[src/rtl/hpdmc_fml_initiator.sv]
// -----------------------------------------------------------------------------
// hpdmc_fml_initiator
//
// FML bus master. It turns one client request into a single 4-beat, 64-bit
// FML burst (32 bytes) towards the HPDMC FML slave port.
//
// Flow: IDLE -> REQ (strobe/address phase, wait for fml_ack)
//            -> WBURST (write beats 1..3) or RBURST (read beats 0..3)
//            -> DONE (one-cycle completion pulse, accepts the next request)
//
// Ports
//   sys_clk, sdram_rst_n      clock, asynchronous active-low reset
//   req_stb/req_we/req_adr    client request (sampled when req_busy=0)
//   req_wdata/req_wsel        write burst data / byte enables, beat n in slice n
//   req_busy/req_done         request in progress / completion pulse
//   req_rdata                 read burst result, held until the next read ends
//   fml_adr/fml_stb/fml_we    FML address phase (address is burst aligned)
//   fml_ack                   FML acknowledge from the slave
//   fml_sel/fml_do            FML write byte enables / write data
//   fml_di                    FML read data
//
// All outputs are registered: each one is computed from the next-state value
// so that, for example, write beat 0 is already on fml_do for the whole REQ
// state and therefore in the ack cycle.
// -----------------------------------------------------------------------------
module hpdmc_fml_initiator #(
    parameter int sdram_depth = 26
) (
    input  logic                   sys_clk,
    input  logic                   sdram_rst_n,
    input  logic                   req_stb,
    input  logic                   req_we,
    input  logic [sdram_depth-1:0] req_adr,
    input  logic [255:0]           req_wdata,
    input  logic [31:0]            req_wsel,
    output logic                   req_busy,
    output logic                   req_done,
    output logic [255:0]           req_rdata,
    output logic [sdram_depth-1:0] fml_adr,
    output logic                   fml_stb,
    output logic                   fml_we,
    input  logic                   fml_ack,
    output logic [7:0]             fml_sel,
    output logic [63:0]            fml_do,
    input  logic [63:0]            fml_di
);

    // Clears the five low byte-address bits so the burst is 32-byte aligned.
    localparam logic [sdram_depth-1:0] ADR_MASK = {{(sdram_depth-5){1'b1}}, 5'b00000};

    typedef enum logic [2:0] {
        ST_IDLE   = 3'd0,
        ST_REQ    = 3'd1,
        ST_WBURST = 3'd2,
        ST_RBURST = 3'd3,
        ST_DONE   = 3'd4
    } state_t;

    state_t                   state_r;
    state_t                   state_s;
    logic [1:0]               beat_r;
    logic [1:0]               beat_s;
    logic                     we_r;
    logic                     we_s;
    logic [255:0]             wdata_r;
    logic [255:0]             wdata_s;
    logic [31:0]              wsel_r;
    logic [31:0]              wsel_s;
    logic                     capture_s;
    logic                     rcap_s;
    logic [sdram_depth-1:0]   adr_s;
    logic [63:0]              do_s;
    logic [7:0]               sel_s;
    logic [255:0]             rdata_s;

    // Next-state and beat-counter logic.
    always_comb begin
        state_s   = state_r;
        beat_s    = beat_r;
        capture_s = 1'b0;
        rcap_s    = 1'b0;
        case (state_r)
            // DONE behaves like IDLE for request capture, so requests can be
            // issued back to back in the completion cycle.
            ST_IDLE, ST_DONE: begin
                if (req_stb) begin
                    capture_s = 1'b1;
                    state_s   = ST_REQ;
                    beat_s    = 2'd0;
                end else begin
                    state_s   = ST_IDLE;
                end
            end
            ST_REQ: begin
                if (fml_ack) begin
                    if (we_r) begin
                        // The ack cycle itself carried write beat 0.
                        state_s = ST_WBURST;
                        beat_s  = 2'd1;
                    end else begin
                        state_s = ST_RBURST;
                        beat_s  = 2'd0;
                    end
                end else begin
                    state_s = ST_REQ;
                end
            end
            ST_WBURST, ST_RBURST: begin
                rcap_s = (state_r == ST_RBURST);
                if (beat_r == 2'd3) begin
                    state_s = ST_DONE;
                    beat_s  = 2'd0;
                end else begin
                    beat_s  = beat_r + 2'd1;
                end
            end
            default: begin
                state_s = ST_IDLE;
                beat_s  = 2'd0;
            end
        endcase
    end

    // Next values of the captured request and of every registered output.
    always_comb begin
        we_s    = we_r;
        wdata_s = wdata_r;
        wsel_s  = wsel_r;
        adr_s   = fml_adr;
        do_s    = 64'd0;
        sel_s   = 8'd0;
        rdata_s = req_rdata;
        if (capture_s) begin
            we_s    = req_we;
            wdata_s = req_wdata;
            wsel_s  = req_wsel;
            adr_s   = req_adr & ADR_MASK;
        end else begin
            we_s    = we_r;
        end
        if (((state_s == ST_REQ) || (state_s == ST_WBURST)) && we_s) begin
            do_s  = wdata_s[{beat_s, 6'd0} +: 64];
            sel_s = wsel_s[{beat_s, 3'd0} +: 8];
        end else begin
            do_s  = 64'd0;
            sel_s = 8'd0;
        end
        if (rcap_s) begin
            case (beat_r)
                2'd0:    rdata_s[63:0]    = fml_di;
                2'd1:    rdata_s[127:64]  = fml_di;
                2'd2:    rdata_s[191:128] = fml_di;
                default: rdata_s[255:192] = fml_di;
            endcase
        end else begin
            rdata_s = req_rdata;
        end
    end

    // State, captured request and output registers.
    always_ff @(posedge sys_clk or negedge sdram_rst_n) begin
        if (!sdram_rst_n) begin
            state_r   <= ST_IDLE;
            beat_r    <= 2'd0;
            we_r      <= 1'b0;
            wdata_r   <= 256'd0;
            wsel_r    <= 32'd0;
            fml_adr   <= '0;
            fml_stb   <= 1'b0;
            fml_we    <= 1'b0;
            fml_sel   <= 8'd0;
            fml_do    <= 64'd0;
            req_busy  <= 1'b0;
            req_done  <= 1'b0;
            req_rdata <= 256'd0;
        end else begin
            state_r   <= state_s;
            beat_r    <= beat_s;
            we_r      <= we_s;
            wdata_r   <= wdata_s;
            wsel_r    <= wsel_s;
            fml_adr   <= adr_s;
            fml_stb   <= (state_s == ST_REQ);
            fml_we    <= (state_s == ST_REQ) && we_s;
            fml_sel   <= sel_s;
            fml_do    <= do_s;
            req_busy  <= (state_s == ST_REQ) || (state_s == ST_WBURST) || (state_s == ST_RBURST);
            req_done  <= (state_s == ST_DONE);
            req_rdata <= rdata_s;
        end
    end

endmodule

[config.mk]
export PLATFORM = sky130hd
export DESIGN_NAME = hpdmc_fml_initiator
export DESIGN_NICKNAME = d
export VERILOG_FILES = /design/src/rtl/hpdmc_fml_initiator.sv
export SDC_FILE = /design/constraint.sdc
export NUM_CORES = 1
export LEC_CHECK = 0
export ABC_AREA = 1
export CORE_AREA = 2 2 288 290
export CTS_CLUSTER_SIZE = 10
export DETAILED_ROUTE_END_ITERATION = 7
export DIE_AREA = 0 0 290 292
export DONT_BUFFER_PORTS = 1
export HOLD_SLACK_MARGIN = 0.02
export PLACE_DENSITY_LB_ADDON = 0.25
export SETUP_SLACK_MARGIN = 0.1
export SLEW_MARGIN = 20
export SYNTH_ARGS = -nofsm -noshare
export SYNTH_HDL_FRONTEND = slang
export SYNTH_SLANG_ARGS = --single-unit
[constraint.sdc]
create_clock -name sys_clk -period 2.61 [get_ports sys_clk]
set_input_delay 0.1305 -clock sys_clk [delete_from_list [all_inputs] [get_ports sys_clk]]
set_output_delay 0.1305 -clock sys_clk [all_outputs]
set_load 0.01 [all_outputs]
==> metrics <==
min Tclk post-route around 2.6 ns; hold_buf cts between 500 and 600; Placed Instances 4014; ys flop type dfrtp_1; largest net degree at the start of global routing between 600 and 700; grt ovf 0; number of synthesized flops with an enable pin 0; Pre-antenna DRT Iters 5; worst path required time 2.29 ns; DR DRC count 0; total wire length ~90000 um; fin util around 44%; DP Wirelength ~55000 um; post-route insts no fill ~4700; Die Span Y around 300 um; DR WL/cell 19.4 um; Reg2Reg Launch Point state_r[1]$_DFF_PN0_; Sink Count roughly 650; initial antenna violation count 19; status complete, but fails checks; # H-tree levels 3; pwr dens 1280 mW/mm^2; Max VDD drop 0.000697 V; Tcrit/Tclk final 100%; # fillers ~7800; Power Total about 46 mW; die width 290 um; Yosys reg bits 647; synth unique cells 23; layout cell share with drive strength beyond 1 slightly below 5%; setup TNS -0.0109 ns; most common cell in the netlist nand2_1; vias in the first global route ~23000; crit-path max FO 647; first-pass GRT wire length around 140000 um; Max Freq between 0.3 and 0.4 GHz; reg2reg path depth 11; Nets slightly below 4000; Seq/Total Area, Yosys approximately three fifths; overall routing resource usage 21.1%; CP arrival between 2 and 2.5 ns; failing checks negative hold slack, max-slew violations, negative setup slack; area of the multi-input gates 0.00884 mm^2; Final Hold Viols around 390; Synth area leader dfrtp_1; top post-synthesis cells by count nand2_1, dfrtp_1, nand3_1; Buffers on Ports 0; Area growth syn-to-layout 33.6%; ranking of synthesized cells by area dfrtp_1, nand2_1, nand3_1, o21ai_0, inv_1; Initial Util around a third; num rows about 110; Slew headroom -188%; full die area 0.0847 mm^2; top-area cell type share of the netlist area 60.2%; DR vias 22300; total leakage power 17.8 nW; root buf cell clkbuf_16; Ports approximately 740; RR Endpoint fml_do[35]$_DFF_PN0_; clock-pin slew on the worst setup and hold paths roughly 0.060 ns; Startpoint Class input pin; clk_skew between 0.03 and 0.04 ns; Avg Cell Area, Syn 8.66 um^2; Fin Hold WS -0.778 ns; setup ws final -0.00297 ns; fraction of registers with async set or reset after synthesis between 90% and 100%; CTS tree done; actual slew at the worst max-slew pin 4.31 ns; critical path class input pin to async pin; synthesized area about 0.027 mm^2; Crit. End Element async pin; vias per cell ~4.7; Max Buffers Root-to-Sink 3; CORE AREA approximately 0.08 mm^2; reg2reg setup slack 0.25 ns; Cells after Synth a little over 3000; number of DRC markers in iteration 0 between 1000 and 1500; clk_lat worst skew roughly 0.6 ns; Yosys warning count 0; Final setup viols 5; total CTS buffers 77; RePlAce Congestion between 0.8 and 0.9; antenna viol nets, final 0; max-slew violation count around 470; maxcap violations 0; RSZ-0062 raised after global routing false; hold crit path type input pin to async pin; Seq. cell area roughly 0.016 mm^2
flip-flops by register name, summed over array words and instances, names as in the netlist:
| register | count |
|---|---|
| fml_sel | 8 |
| wdata_r | 256 |
| req_rdata | 256 |
| fml_do | 64 |
| state_r | 3 |
| req_busy | 1 |
| fml_adr | 21 |
| fml_stb | 1 |
| req_done | 1 |
| beat_r | 2 |
| fml_we | 1 |
| wsel_r | 32 |
| we_r | 1 |
metrics by stage:
step / setup WS (ns) / area, um^2
floorplan: 0.924 / 26900
global placement: 0.389 / 27900
detailed placement: 0.343 / 27900
CTS: 0.136 / 35800
global route: 0.101 / 35900
finish: -0.00297 / 35900
power breakdown:
group	internal, mW	switching [mW]	leakage [nW]
clock network	5.70	4.19	1.07
registers	14.8	4.13	7.96
logic	6.47	10.7	8.77
total	26.9	19.0	17.8
placed cells by master, fill, tap and decap left out, types with 21 or more instances in the layout:
| cell type | count |
|---|---|
| buf_4 | 26 |
| clkbuf_16 | 81 |
| dfrtp_1 | 647 |
| dlygate4sd3_1 | 565 |
| inv_1 | 263 |
| mux2_2 | 21 |
| nand2_1 | 1007 |
| nand3_1 | 347 |
| nor2_1 | 222 |
| o21a_1 | 72 |
| o21ai_0 | 293 |
worst max-delay path by stage:
stage / start / to / slack, ns / depth (start not counted)
3_5_place_dp: state_r[1]$_DFF_PN0_ / fml_do[45]$_DFF_PN0_ / 0.34 / 9
5_1_grt: state_r[1]$_DFF_PN0_ / wsel_r[2]$_DFF_PN0_ / 0.10 / 8
4_1_cts: state_r[1]$_DFF_PN0_ / fml_do[40]$_DFF_PN0_ / 0.14 / 9
2_1_floorplan: beat_r[0]$_DFF_PN0_ / fml_do[0]$_DFF_PN0_ / 0.92 / 11
3_3_place_gp: state_r[1]$_DFF_PN0_ / fml_do[35]$_DFF_PN0_ / 0.39 / 9
6_report: sdram_rst_n / wdata_r[43]$_DFF_PN0_ / -0.003 / 0
kinds of logic (layout without fill, tap and decap cells):
family / after synthesis / in the layout / share of synthesized area, %
buf+inv: 476 / 981 / 7.32
flops: 647 / 647 / 60.2
simple gates: 1590 / 1590 / 23.9
compound gates: 367 / 367 / 7.53
mux: 21 / 21 / 0.879
fa+ha+maj: 4 / 4 / 0.186
other cells: 1 / 24 / 0.0139
final cells by class:
cell class	instances	share of cell area, %
clock inverter	9	0.463
tap	1070	3.72
timing repair buffer	614	17.6
multi-input combinational	1987	24.6
clock buffer	92	5.69
inverter	266	2.78
antenna	19	0.132
sequential	647	45.0
per-layer routing:
| layer | wire [um] | vias up | share of wire (%) | track usage [%] |
|---|---|---|---|---|
| li1 | - | 10700 | - | - |
| met1 | 37800 | 10700 | 41 | 26.7 |
| met2 | 43500 | 782 | 48 | 34.3 |
| met3 | 7810 | 154 | 8.6 | 6.68 |
| met4 | 2070 | 10 | 2.3 | 6.55 |
| met5 | 60 | - | 0.066 | 0 |
what timing repair did:
| item | CTS | global route |
|---|---|---|
| resized for setup | 0 | 6 |
| endpoints found under the setup margin | 0 | 62 |
| buffers inserted | 0 | 2 |
| hold endpoints to repair | 1290 | 647 |
Power figures use the tool's default switching activity.
